[config.mk]
export PLATFORM = sky130hd
export DESIGN_NAME = dmem_arbiter_flat
export DESIGN_NICKNAME = d
export VERILOG_FILES = /design/src/rtl/dmem_pkg.sv /design/src/rtl/dmem_arbiter_if.sv /design/src/rtl/dmem_req_check.sv /design/src/rtl/dmem_arbiter.sv /design/src/flat_wrapper.sv
export SDC_FILE = /design/constraint.sdc
export NUM_CORES = 1
export LEC_CHECK = 0
export ABC_AREA = 1
export CORE_MARGIN = 4
export CORE_UTILIZATION = 40
export CTS_BUF_LIST = sky130_fd_sc_hd__clkbuf_16
export CTS_CLUSTER_SIZE = 20
export DETAILED_ROUTE_END_ITERATION = 7
export MAX_ROUTING_LAYER = met4
export PLACE_DENSITY = 0.82
export SLEW_MARGIN = 20
export SYNTH_ARGS = -nofsm -noshare
export SYNTH_HDL_FRONTEND = slang
export SYNTH_SLANG_ARGS = --single-unit
[constraint.sdc]
create_clock -name clk -period 2.07 [get_ports clk]
set_input_delay 0.207 -clock clk [delete_from_list [all_inputs] [get_ports clk]]
set_output_delay 0.207 -clock clk [all_outputs]
set_load 0.05 [all_outputs]
[src/rtl/dmem_pkg.sv]
// ---------------------------------------------------------------------------
// dmem_pkg
// Shared definitions for the data-memory arbiter:
//   - access variant encodings carried in func[2:1]
//   - arbiter FSM state type
//   - default memory size in bytes
// Ports: none (package).
// ---------------------------------------------------------------------------
package dmem_pkg;

    localparam logic [1:0] VAR_BYTE_U = 2'b00;
    localparam logic [1:0] VAR_BYTE_S = 2'b01;
    localparam logic [1:0] VAR_WORD   = 2'b10;

    localparam int MEM_BYTES_DEF = 256;

    typedef enum logic [1:0] {
        IDLE,
        ACCESS,
        RESP
    } state_t;

    // The access variant lives in bits [2:1]; bits 3 and 0 are passed to
    // the memory untouched.
    function automatic logic [1:0] func_variant(input logic [3:0] func);
        return func[2:1];
    endfunction

endpackage

[src/rtl/dmem_arbiter_if.sv]
// ---------------------------------------------------------------------------
// dmem_arbiter_if
// Bundles both requester ports, both response ports and the memory-side
// signals of the data-memory arbiter.
//   rqN_*   : request valid/ready, wr, func, addr, wdata (N = 0 CPU, 1 debug)
//   rspN_*  : response valid/ready, rdata, err
//   mem_*   : memory enable, write, func, addr, wdata, rdata, wb_sel
// Modports:
//   slave  - the arbiter
//   master - the environment (requesters + memory)
// ---------------------------------------------------------------------------
interface dmem_arbiter_if #(
    parameter int ADDR_W = 16,
    parameter int DATA_W = 16
);
    logic              rq0_valid, rq1_valid;
    logic              rq0_ready, rq1_ready;
    logic              rq0_wr,    rq1_wr;
    logic [3:0]        rq0_func,  rq1_func;
    logic [ADDR_W-1:0] rq0_addr,  rq1_addr;
    logic [DATA_W-1:0] rq0_wdata, rq1_wdata;

    logic              rsp0_valid, rsp1_valid;
    logic              rsp0_ready, rsp1_ready;
    logic [DATA_W-1:0] rsp0_rdata, rsp1_rdata;
    logic              rsp0_err,   rsp1_err;

    logic              mem_en;
    logic              mem_wr;
    logic [3:0]        mem_func;
    logic [ADDR_W-1:0] mem_addr;
    logic [DATA_W-1:0] mem_wdata;
    logic [DATA_W-1:0] mem_rdata;
    logic              mem_wb_sel;

    modport slave (
        input  rq0_valid, rq1_valid, rq0_wr, rq1_wr, rq0_func, rq1_func,
               rq0_addr, rq1_addr, rq0_wdata, rq1_wdata,
               rsp0_ready, rsp1_ready, mem_rdata, mem_wb_sel,
        output rq0_ready, rq1_ready,
               rsp0_valid, rsp1_valid, rsp0_rdata, rsp1_rdata, rsp0_err, rsp1_err,
               mem_en, mem_wr, mem_func, mem_addr, mem_wdata
    );

    modport master (
        output rq0_valid, rq1_valid, rq0_wr, rq1_wr, rq0_func, rq1_func,
               rq0_addr, rq1_addr, rq0_wdata, rq1_wdata,
               rsp0_ready, rsp1_ready, mem_rdata, mem_wb_sel,
        input  rq0_ready, rq1_ready,
               rsp0_valid, rsp1_valid, rsp0_rdata, rsp1_rdata, rsp0_err, rsp1_err,
               mem_en, mem_wr, mem_func, mem_addr, mem_wdata
    );
endinterface

[src/rtl/dmem_req_check.sv]
// ---------------------------------------------------------------------------
// dmem_req_check
// Combinational legality check of one request.
// Ports:
//   wr      in  1 = store, 0 = load
//   variant in  access variant (func[2:1])
//   addr    in  byte address
//   legal   out request may access memory
//   err     out request is rejected (inverse of legal)
// Rejected: addr beyond memory, variant 11, signed-byte store, and a word
// access on the last byte (no wrap-around).
// ---------------------------------------------------------------------------
module dmem_req_check
    import dmem_pkg::*;
#(
    parameter int ADDR_W    = 16,
    parameter int MEM_BYTES = MEM_BYTES_DEF
) (
    input  logic              wr,
    input  logic [1:0]        variant,
    input  logic [ADDR_W-1:0] addr,
    output logic              legal,
    output logic              err
);
    // One extra bit so MEM_BYTES itself is representable even when it
    // equals 2**ADDR_W.
    localparam logic [ADDR_W:0] LIMIT = (ADDR_W+1)'(MEM_BYTES);
    localparam logic [ADDR_W:0] LAST  = (ADDR_W+1)'(MEM_BYTES - 1);

    logic [ADDR_W:0] addr_x;
    assign addr_x = {1'b0, addr};

    always_comb begin
        legal = 1'b1;
        if (addr_x >= LIMIT)                          legal = 1'b0;
        if (variant == 2'b11)                         legal = 1'b0;
        if (wr && (variant == VAR_BYTE_S))            legal = 1'b0;
        if ((variant == VAR_WORD) && (addr_x == LAST)) legal = 1'b0;
        err = ~legal;
    end
endmodule

[src/rtl/dmem_arbiter.sv]
// ---------------------------------------------------------------------------
// dmem_arbiter
// Shares a single-port byte-addressable data memory between the CPU MEM
// stage (port 0) and a debug/loader port (port 1). One access at a time:
// IDLE (accept) -> ACCESS (1 cycle on the memory) -> RESP (hold until taken).
// Rejected requests skip ACCESS and respond with err=1, rdata=0.
// Ports:
//   clk    in  clock
//   reset  in  asynchronous active-low reset
//   bus    dmem_arbiter_if.slave: requests, responses, memory signals
// Build option:
//   DMEM_ARB_RR_EN defined   - round-robin between simultaneous requests
//   DMEM_ARB_RR_EN undefined - fixed priority, port 0 wins
// ---------------------------------------------------------------------------
module dmem_arbiter
    import dmem_pkg::*;
#(
    parameter int ADDR_W    = 16,
    parameter int DATA_W    = 16,
    parameter int MEM_BYTES = MEM_BYTES_DEF
) (
    input  logic          clk,
    input  logic          reset,
    dmem_arbiter_if.slave bus
);
    state_t            state, state_nxt;
    logic              owner;
    logic              sel;
    logic              any_valid;
    logic              sel_wr;
    logic [3:0]        sel_func;
    logic [ADDR_W-1:0] sel_addr;
    logic [DATA_W-1:0] sel_wdata;
    logic              legal, sel_err;
    logic              rsp_fire;

    logic              mem_en_r, mem_wr_r;
    logic [3:0]        mem_func_r;
    logic [ADDR_W-1:0] mem_addr_r;
    logic [DATA_W-1:0] mem_wdata_r;
    logic [DATA_W-1:0] rsp_rdata;
    logic              rsp_err;

    assign any_valid = bus.rq0_valid | bus.rq1_valid;
    assign rsp_fire  = (state == RESP) && (owner ? bus.rsp1_ready : bus.rsp0_ready);

`ifdef DMEM_ARB_RR_EN
    logic rr_ptr;

    // Pointer moves to the other port when a transaction completes.
    always_ff @(posedge clk or negedge reset) begin
        if (!reset)        rr_ptr <= 1'b0;
        else if (rsp_fire) rr_ptr <= ~owner;
    end

    assign sel = (bus.rq0_valid && bus.rq1_valid) ? rr_ptr : bus.rq1_valid;
`else
    // Port 1 is picked only when port 0 has nothing pending.
    assign sel = ~bus.rq0_valid;
`endif

    assign sel_wr    = sel ? bus.rq1_wr    : bus.rq0_wr;
    assign sel_func  = sel ? bus.rq1_func  : bus.rq0_func;
    assign sel_addr  = sel ? bus.rq1_addr  : bus.rq0_addr;
    assign sel_wdata = sel ? bus.rq1_wdata : bus.rq0_wdata;

    dmem_req_check #(
        .ADDR_W    (ADDR_W),
        .MEM_BYTES (MEM_BYTES)
    ) u_check (
        .wr      (sel_wr),
        .variant (func_variant(sel_func)),
        .addr    (sel_addr),
        .legal   (legal),
        .err     (sel_err)
    );

    always_ff @(posedge clk or negedge reset) begin
        if (!reset) state <= IDLE;
        else        state <= state_nxt;
    end

    // Ready is gated by reset so nothing is accepted while it is asserted.
    always_comb begin
        state_nxt     = state;
        bus.rq0_ready = 1'b0;
        bus.rq1_ready = 1'b0;
        case (state)
            IDLE: begin
                bus.rq0_ready = reset && bus.rq0_valid && !sel;
                bus.rq1_ready = reset && bus.rq1_valid &&  sel;
                if (any_valid) state_nxt = legal ? ACCESS : RESP;
            end
            ACCESS:  state_nxt = RESP;
            RESP:    if (rsp_fire) state_nxt = IDLE;
            default: state_nxt = IDLE;
        endcase
    end

    // Request latch in IDLE, read capture at the end of ACCESS.
    always_ff @(posedge clk or negedge reset) begin
        if (!reset) begin
            owner       <= 1'b0;
            mem_en_r    <= 1'b0;
            mem_wr_r    <= 1'b0;
            mem_func_r  <= '0;
            mem_addr_r  <= '0;
            mem_wdata_r <= '0;
            rsp_rdata   <= '0;
            rsp_err     <= 1'b0;
        end else begin
            case (state)
                IDLE: begin
                    if (any_valid) begin
                        owner     <= sel;
                        rsp_rdata <= '0;
                        rsp_err   <= sel_err;
                        if (legal) begin
                            mem_en_r    <= 1'b1;
                            mem_wr_r    <= sel_wr;
                            mem_func_r  <= sel_func;
                            mem_addr_r  <= sel_addr;
                            mem_wdata_r <= sel_wdata;
                        end
                    end
                end
                ACCESS: begin
                    mem_en_r <= 1'b0;
                    if (!mem_wr_r) begin
                        // A load must be flagged by the memory as a write-back.
                        if (bus.mem_wb_sel) rsp_rdata <= bus.mem_rdata;
                        else                rsp_err   <= 1'b1;
                    end
                end
                default: ;
            endcase
        end
    end

    assign bus.mem_en    = mem_en_r;
    assign bus.mem_wr    = mem_wr_r;
    assign bus.mem_func  = mem_func_r;
    assign bus.mem_addr  = mem_addr_r;
    assign bus.mem_wdata = mem_wdata_r;

    assign bus.rsp0_valid = (state == RESP) && !owner;
    assign bus.rsp1_valid = (state == RESP) &&  owner;
    assign bus.rsp0_rdata = bus.rsp0_valid ? rsp_rdata : '0;
    assign bus.rsp1_rdata = bus.rsp1_valid ? rsp_rdata : '0;
    assign bus.rsp0_err   = bus.rsp0_valid && rsp_err;
    assign bus.rsp1_err   = bus.rsp1_valid && rsp_err;
endmodule

[src/flat_wrapper.sv]
// flat-port wrapper written by rule: the top's interface ports become plain ports
module dmem_arbiter_flat import dmem_pkg::*;
#(
    parameter int ADDR_W    = 16,
    parameter int DATA_W    = 16,
    parameter int MEM_BYTES = MEM_BYTES_DEF
)
  (clk, reset, bus_rq0_valid, bus_rq1_valid, bus_rq0_wr, bus_rq1_wr, bus_rq0_func, bus_rq1_func, bus_rq0_addr, bus_rq1_addr, bus_rq0_wdata, bus_rq1_wdata, bus_rsp0_ready, bus_rsp1_ready, bus_mem_rdata, bus_mem_wb_sel, bus_rq0_ready, bus_rq1_ready, bus_rsp0_valid, bus_rsp1_valid, bus_rsp0_rdata, bus_rsp1_rdata, bus_rsp0_err, bus_rsp1_err, bus_mem_en, bus_mem_wr, bus_mem_func, bus_mem_addr, bus_mem_wdata);
  dmem_arbiter_if #(.ADDR_W(ADDR_W), .DATA_W(DATA_W)) bus_i ();
  input  logic clk;
  input  logic reset;
  input wire logic [$bits(bus_i.rq0_valid)-1:0] bus_rq0_valid;
  input wire logic [$bits(bus_i.rq1_valid)-1:0] bus_rq1_valid;
  input wire logic [$bits(bus_i.rq0_wr)-1:0] bus_rq0_wr;
  input wire logic [$bits(bus_i.rq1_wr)-1:0] bus_rq1_wr;
  input wire logic [$bits(bus_i.rq0_func)-1:0] bus_rq0_func;
  input wire logic [$bits(bus_i.rq1_func)-1:0] bus_rq1_func;
  input wire logic [$bits(bus_i.rq0_addr)-1:0] bus_rq0_addr;
  input wire logic [$bits(bus_i.rq1_addr)-1:0] bus_rq1_addr;
  input wire logic [$bits(bus_i.rq0_wdata)-1:0] bus_rq0_wdata;
  input wire logic [$bits(bus_i.rq1_wdata)-1:0] bus_rq1_wdata;
  input wire logic [$bits(bus_i.rsp0_ready)-1:0] bus_rsp0_ready;
  input wire logic [$bits(bus_i.rsp1_ready)-1:0] bus_rsp1_ready;
  input wire logic [$bits(bus_i.mem_rdata)-1:0] bus_mem_rdata;
  input wire logic [$bits(bus_i.mem_wb_sel)-1:0] bus_mem_wb_sel;
  output wire logic [$bits(bus_i.rq0_ready)-1:0] bus_rq0_ready;
  output wire logic [$bits(bus_i.rq1_ready)-1:0] bus_rq1_ready;
  output wire logic [$bits(bus_i.rsp0_valid)-1:0] bus_rsp0_valid;
  output wire logic [$bits(bus_i.rsp1_valid)-1:0] bus_rsp1_valid;
  output wire logic [$bits(bus_i.rsp0_rdata)-1:0] bus_rsp0_rdata;
  output wire logic [$bits(bus_i.rsp1_rdata)-1:0] bus_rsp1_rdata;
  output wire logic [$bits(bus_i.rsp0_err)-1:0] bus_rsp0_err;
  output wire logic [$bits(bus_i.rsp1_err)-1:0] bus_rsp1_err;
  output wire logic [$bits(bus_i.mem_en)-1:0] bus_mem_en;
  output wire logic [$bits(bus_i.mem_wr)-1:0] bus_mem_wr;
  output wire logic [$bits(bus_i.mem_func)-1:0] bus_mem_func;
  output wire logic [$bits(bus_i.mem_addr)-1:0] bus_mem_addr;
  output wire logic [$bits(bus_i.mem_wdata)-1:0] bus_mem_wdata;
  assign bus_i.rq0_valid = bus_rq0_valid;
  assign bus_i.rq1_valid = bus_rq1_valid;
  assign bus_i.rq0_wr = bus_rq0_wr;
  assign bus_i.rq1_wr = bus_rq1_wr;
  assign bus_i.rq0_func = bus_rq0_func;
  assign bus_i.rq1_func = bus_rq1_func;
  assign bus_i.rq0_addr = bus_rq0_addr;
  assign bus_i.rq1_addr = bus_rq1_addr;
  assign bus_i.rq0_wdata = bus_rq0_wdata;
  assign bus_i.rq1_wdata = bus_rq1_wdata;
  assign bus_i.rsp0_ready = bus_rsp0_ready;
  assign bus_i.rsp1_ready = bus_rsp1_ready;
  assign bus_i.mem_rdata = bus_mem_rdata;
  assign bus_i.mem_wb_sel = bus_mem_wb_sel;
  assign bus_rq0_ready = bus_i.rq0_ready;
  assign bus_rq1_ready = bus_i.rq1_ready;
  assign bus_rsp0_valid = bus_i.rsp0_valid;
  assign bus_rsp1_valid = bus_i.rsp1_valid;
  assign bus_rsp0_rdata = bus_i.rsp0_rdata;
  assign bus_rsp1_rdata = bus_i.rsp1_rdata;
  assign bus_rsp0_err = bus_i.rsp0_err;
  assign bus_rsp1_err = bus_i.rsp1_err;
  assign bus_mem_en = bus_i.mem_en;
  assign bus_mem_wr = bus_i.mem_wr;
  assign bus_mem_func = bus_i.mem_func;
  assign bus_mem_addr = bus_i.mem_addr;
  assign bus_mem_wdata = bus_i.mem_wdata;
  dmem_arbiter #(.ADDR_W(ADDR_W), .DATA_W(DATA_W), .MEM_BYTES(MEM_BYTES)) u_core (.clk(clk), .reset(reset), .bus(bus_i));
endmodule
# Word level (Yosys, flattened, before mapping)
# Cells that the tools add are included.
dict set report op_classes {
  n_bitwise 3
  n_reduce_logical 20
  eq_ne 12
  n_mux 28
  n_lt_le_gt_ge 1
}
# op n
set op_table {}
lappend op_table {{$mux W16} 7}
lappend op_table {{$pmux W16 S2} 1}
lappend op_table {{$eq A16 B8 Y1 const B} 1}
lappend op_table {{$ge A16 B9 Y1 const B} 1}
lappend op_table {{$mux W1} 13}
lappend op_table {{$logic_and A1 B1 Y1} 11}
lappend op_table {{$reduce_and A4 Y1} 2}
lappend op_table {{$eq A2 B2 Y1 const B} 3}
lappend op_table {{$mux W2} 3}
lappend op_table {{$ne A2 B1 Y1 const B} 3}
lappend op_table {{$ne A2 B2 Y1 const B} 3}
lappend op_table {{$pmux W2 S3} 1}
lappend op_table {{$reduce_and A3 Y1} 2}
lappend op_table {{$eq A2 B1 Y1 const B} 2}
lappend op_table {{$mux W4} 1}
lappend op_table {{$pmux W1 S2} 2}
lappend op_table {{$reduce_and A2 Y1} 2}
lappend op_table {{$logic_not A2 Y1} 1}
lappend op_table {{$not A1 Y1} 2}
lappend op_table {{$reduce_bool A2 Y1} 1}
lappend op_table {{$logic_not A1 Y1} 1}
lappend op_table {{$or A1 B1 Y1} 1}
dict set report word_totals {
  in_bits 97
  out_inout_bits 76
  wordCells 73
  ff_bits 58
}

# Logic depth before layout (Yosys ltp)
dict set report depth {
  depth_word 9
  mapped_depth 15
  ltp_nobuf 12
}

# Modules after synthesis
# Synthesis repeated with hierarchy kept, for this count alone.
dict set report hier_totals {
  cells_unflattened 505
  hier_area_um2 3231.8
}
# mod area_per_inst_um2 cells_each instances seq_area_each_um2
set modules_own_cells {}
lappend modules_own_cells {dmem_arbiter 3129.3 481 1 1451.4}
lappend modules_own_cells {dmem_req_check 102.6 24 1 0.0}

# Worst setup path after synthesis
# No wires, ideal clock.
dict set report synth_timing {
  kind {register to output}
  from {register u_core.state[0]}
  to {output port bus_rsp1_rdata[10]}
  required_ns 1.863
  setup_slack_ns -0.716
  arrival_time_ns 2.579
  stages_incl_launch_ff 7
  n_path_buf 1
  path_cell_list {dfrtp_1 -> inv_1 -> nand2_1 -> nor2_1 -> clkinv_1 -> clkbuf_1 -> nor2_1}
}
dict set report synth_via {
  elab_chain_len 3
}
# element line
set synth_rtl {}
lappend synth_rtl {{start: declaration} dmem_arbiter.sv:26} ;# state_t state, state_nxt;
lappend synth_rtl {{start signal: assignment} dmem_arbiter.sv:80} ;# else state <= state_nxt;
lappend synth_rtl {{$eq A2 B2 Y1} dmem_arbiter.sv:147} ;# assign bus.rsp1_valid = (state == RESP) && owner;
lappend synth_rtl {{$logic_and A1 B1 Y1} dmem_arbiter.sv:147}
lappend synth_rtl {{net bus_rsp1_valid} flat_wrapper.sv:29} ;# output wire logic [$bits(bus_i.rsp1_valid)-1:0] bus_rsp1_valid;
lappend synth_rtl {{$mux W16} dmem_arbiter.sv:149} ;# assign bus.rsp1_rdata = bus.rsp1_valid ? rsp_rdata : '0;
lappend synth_rtl {{end: declaration} flat_wrapper.sv:31} ;# output wire logic [$bits(bus_i.rsp1_rdata)-1:0] bus_rsp1_rdata;
# The timed path passes the listed nets, and every way through them passes these cells.

# Worst setup path in the final report
dict set report layout_timing {
  from {register u_core.state[0]}
  to {output port bus_rsp0_rdata[0]}
}
dict set report layout_via {
  elab_chain_len 3
}
# element line
set layout_rtl {}
lappend layout_rtl {{$eq A2 B2 Y1} dmem_arbiter.sv:146} ;# assign bus.rsp0_valid = (state == RESP) && !owner;
lappend layout_rtl {{$logic_and A1 B1 Y1} dmem_arbiter.sv:146}
lappend layout_rtl {{$mux W16} dmem_arbiter.sv:148} ;# assign bus.rsp0_rdata = bus.rsp0_valid ? rsp_rdata : '0;
lappend layout_rtl {{end: declaration} flat_wrapper.sv:30} ;# output wire logic [$bits(bus_i.rsp0_rdata)-1:0] bus_rsp0_rdata;
# Every way passes these cells.

==> run summary <==
## Placement
* 94.5 ps — dpl ws
* 8120 um — HPWL after detailed placement
* 172 — port buffer count
* 0.767 — RD Place Congestion

## Setup path
* register — kind of start point of the critical path
* 280 ps — reg2reg setup slack
* 17 — critical path fanouts, max
* register to primary output — CP Class
* 1770 ps — arrival time at the worst endpoint
* u_core.rsp_rdata[6]$_DFFE_PN0P_ — endpoint of the lowest-slack register-to-register path
* 9 — Worst R2R Path Depth
* primary output — endpoint type of the worst setup path
* u_core.state[0]$_DFFE_PN0P_ — startpoint of the most critical register-to-register path
* 1860 ps — critical path data required time

## Clocking
* 9 — TritonCTS buffer count
* 320 ps — clock latency reported for the late side of the worst-skew pair
* 0 — number of buffers inserted to repair setup after CTS
* 0 — quantity of hold-fixing buffers added after cts
* 2 — buffer levels on the longest clock path
* clkbuf_16 — CTS Root Cell
* 58 — clock tree sinks
* yes — TritonCTS clock tree
* 3 — total number of H-tree levels
* 50 ps — Clk pin slew, worst setup/hold paths

## Drt
* 0 — DRC violations left
* 0 — ANT nets after route
* 13.4 um — Wirelength per Cell
* 4 — drt pass-1 iters
* 120 — violation count after the first detailed-route iteration
* 3,458 — vias post-DR
* 4.55 — drt via density
* 10,200 um — Detailed Route WL

## Timing
* 0 — count of final hold-check violations
* 0 — Pins Over Slew Limit
* no — setup repair after global routing missed its margin
* 1050 ps — transition time at the pin with the least slew margin
* 1980 ps — clock period minus final worst setup slack
* 91.6 ps — setup slack after layout
* 505 MHz — Fmax
* 0 — setup violators final
* 48.8 ps — WHS
* 95.6% — Final Cycle Share
* 4.09 ps — Clock Skew
* 29.7% — Slew Limit Headroom

## Logic synthesis
* 22 — Distinct cells, synth
* 6.71 sq um — Avg Synthesized Cell Area
* 483 — post-synthesis instance total
* 0 — Synthesis Warnings
* 58 — post-synthesis register bit count
* 44.8% — post-synthesis sequential area ratio
* 3240 sq um — summed instance area of the synthesized netlist
* 580 — Net Count, Synth
* 0 — EDFF count, synth
* dfrtp_1 — most instantiated flip-flop cell in the synthesis netlist
* 100% — share of synthesized registers carrying an async set or reset

## Cells and area
* 82.3% — Area growth, synth to finish
* nand2_1 — most frequent standard cell in the layout excluding fill and tap cells
* 15.5% — fraction of layout instances using a drive strength above 1
* 0 — n_diodes
* nand2_1, clkdlybuf4s50_1, inv_1 — highest-count cells in the layout ignoring fill and taps
* 568 — # fillers
* 750 — Total Nets Final

## Power
* 34.0% — Switching Fraction
* 33.5% — combinational share of power
* 696 nW/um^2 — power density relative to cell area
* 529 uV — Max IR drop VDD
* 0.00140 W — net load switching power
* 37.1% — clock network power share
* 0.00271 W — Internal
* 29.4% — proportion of power drawn by flip-flops and latches
* 2.81 nW — static leakage

## GRT
* 0 — antenna violations before repair
* 22.4% — overall global routing resource usage
* 0 — overall overflow remaining after global route
* 3,516 — number of global-route vias before repair
* 59 — maximum number of pins on one net before global-route repair
* 16,800 um — first-pass GRT wire length

## Floorplan
* 7810 sq um — area of the core
* 98.0 um — die span in y
* 32 — number of core rows
* 98.0 um — horizontal die dimension
* 173 — count of boundary I/O pins
* 9610 sq um — DIE AREA
* 41.5% — starting utilization of the core area

## Run status
* finished clean — run status

## Worst hold path
* primary input to async pin — worst hold-check path type

## Run
* 0 — MaxCap Viol Count

==> synth_stat cells, types with 2 or more instances <==
| library cell | count | area share, % |
|---|---|---|
| o21ai_1 | 12 | 1.9 |
| clkbuf_1 | 9 | 1.0 |
| nand2_2 | 2 | 0.39 |
| o21ai_0 | 41 | 6.3 |
| a21oi_1 | 2 | 0.31 |
| nor3_1 | 3 | 0.46 |
| nand2_1 | 158 | 18 |
| dfrtp_1 | 58 | 45 |
| inv_1 | 115 | 13 |
| buf_6 | 6 | 2.1 |
| nand3_1 | 18 | 2.8 |
| nor2_1 | 45 | 5.2 |
| clkinv_1 | 2 | 0.23 |
| buf_2 | 4 | 0.62 |
==> metal layers <==
layer  wire length, um  GRT usage (%)  up-vias
met5                 0              -        -
met1              4090           25.4     1546
li1                  -              -     1750
met2              5100           37.9      149
met3               860           6.71       13
met4               157           7.03        0
==> power groups by stage <==
stage / Sequential, W / Combinational (W) / Clock [W]
floorplan: 0.00126 / 0.000740 / 0
global placement: 0.00122 / 0.00130 / 0
detailed placement: 0.00122 / 0.00134 / 0
CTS: 0.00121 / 0.00135 / 0.00155
global route: 0.00121 / 0.00147 / 0.00161
finish: 0.00121 / 0.00138 / 0.00152
==> what timing repair did <==
item / CTS / global route
gates resized for setup: 4 / 10
endpoints found under the setup margin: 14 / 13
pin swaps: 0 / 0
==> worst max-delay path, cell delays in order, from the launching register on <==
cell,delay [ps]
dfrtp_1,380
inv_2,120
nand2_1,140
nor2_4,150
clkinv_1,90
buf_6,200
nor2_1,200
buf_12,170
==> area by class of cell <==
cell class,count,area [sq um],area share (%)
inverters,118,450,7.63
clock inverters,7,85.1,1.44
flip-flops and latches,58,1450,24.6
repair buffers,180,2170,36.8
well taps,102,128,2.16
clock buffers,9,225,3.81
multi-input cells,286,1400,23.6
==> how the worst max path moves through the flow <==
stage,start,to,cells after the start
detailed placement,bus_rq1_func[1],u_core.bus.mem_wdata[3]$_DFFE_PN0P_,10
finish,u_core.state[0]$_DFFE_PN0P_,bus_rsp0_rdata[0],7
global placement,bus_rq1_func[1],u_core.bus.mem_func[1]$_DFFE_PN0P_,10
global route,u_core.state[0]$_DFFE_PN0P_,bus_rsp0_rdata[0],7
CTS,u_core.state[0]$_DFFE_PN0P_,bus_rsp1_rdata[2],7
floorplan,u_core.state[0]$_DFFE_PN0P_,bus_rsp1_err,5
==> through the flow <==
step                      utilization (%)  setup TNS (ps)  cell area, sq um  power, W  instances
after floorplan                         -            -203              3420   0.00200        483
after global placement               71.2               0              5560   0.00253        744
after detailed placement             71.2               0              5560   0.00256        744
after CTS                            75.3               0              5880   0.00411        760
after global routing                 75.7               0              5910   0.00429        760
final                                75.7               0              5910   0.00411        760
==> logic make-up after synthesis <==
family | after synthesis | share of synthesized area, %
AO/OA/AOI/OAI | 56 | 8.73
buffers and inverters | 139 | 18.3
flip-flops | 58 | 44.8
AND/OR/NAND/NOR | 230 | 28.2
==> sequential cells by signal (all words and copies together) (netlist names) <==
register and count:
u_core.bus.mem_addr 16, u_core.bus.mem_en 1, u_core.bus.mem_func 4, u_core.bus.mem_wdata 16
u_core.bus.mem_wr 1, u_core.owner 1, u_core.rsp_err 1, u_core.rsp_rdata 16
u_core.state 2
No activity file was read; power rests on OpenSTA's default activity.
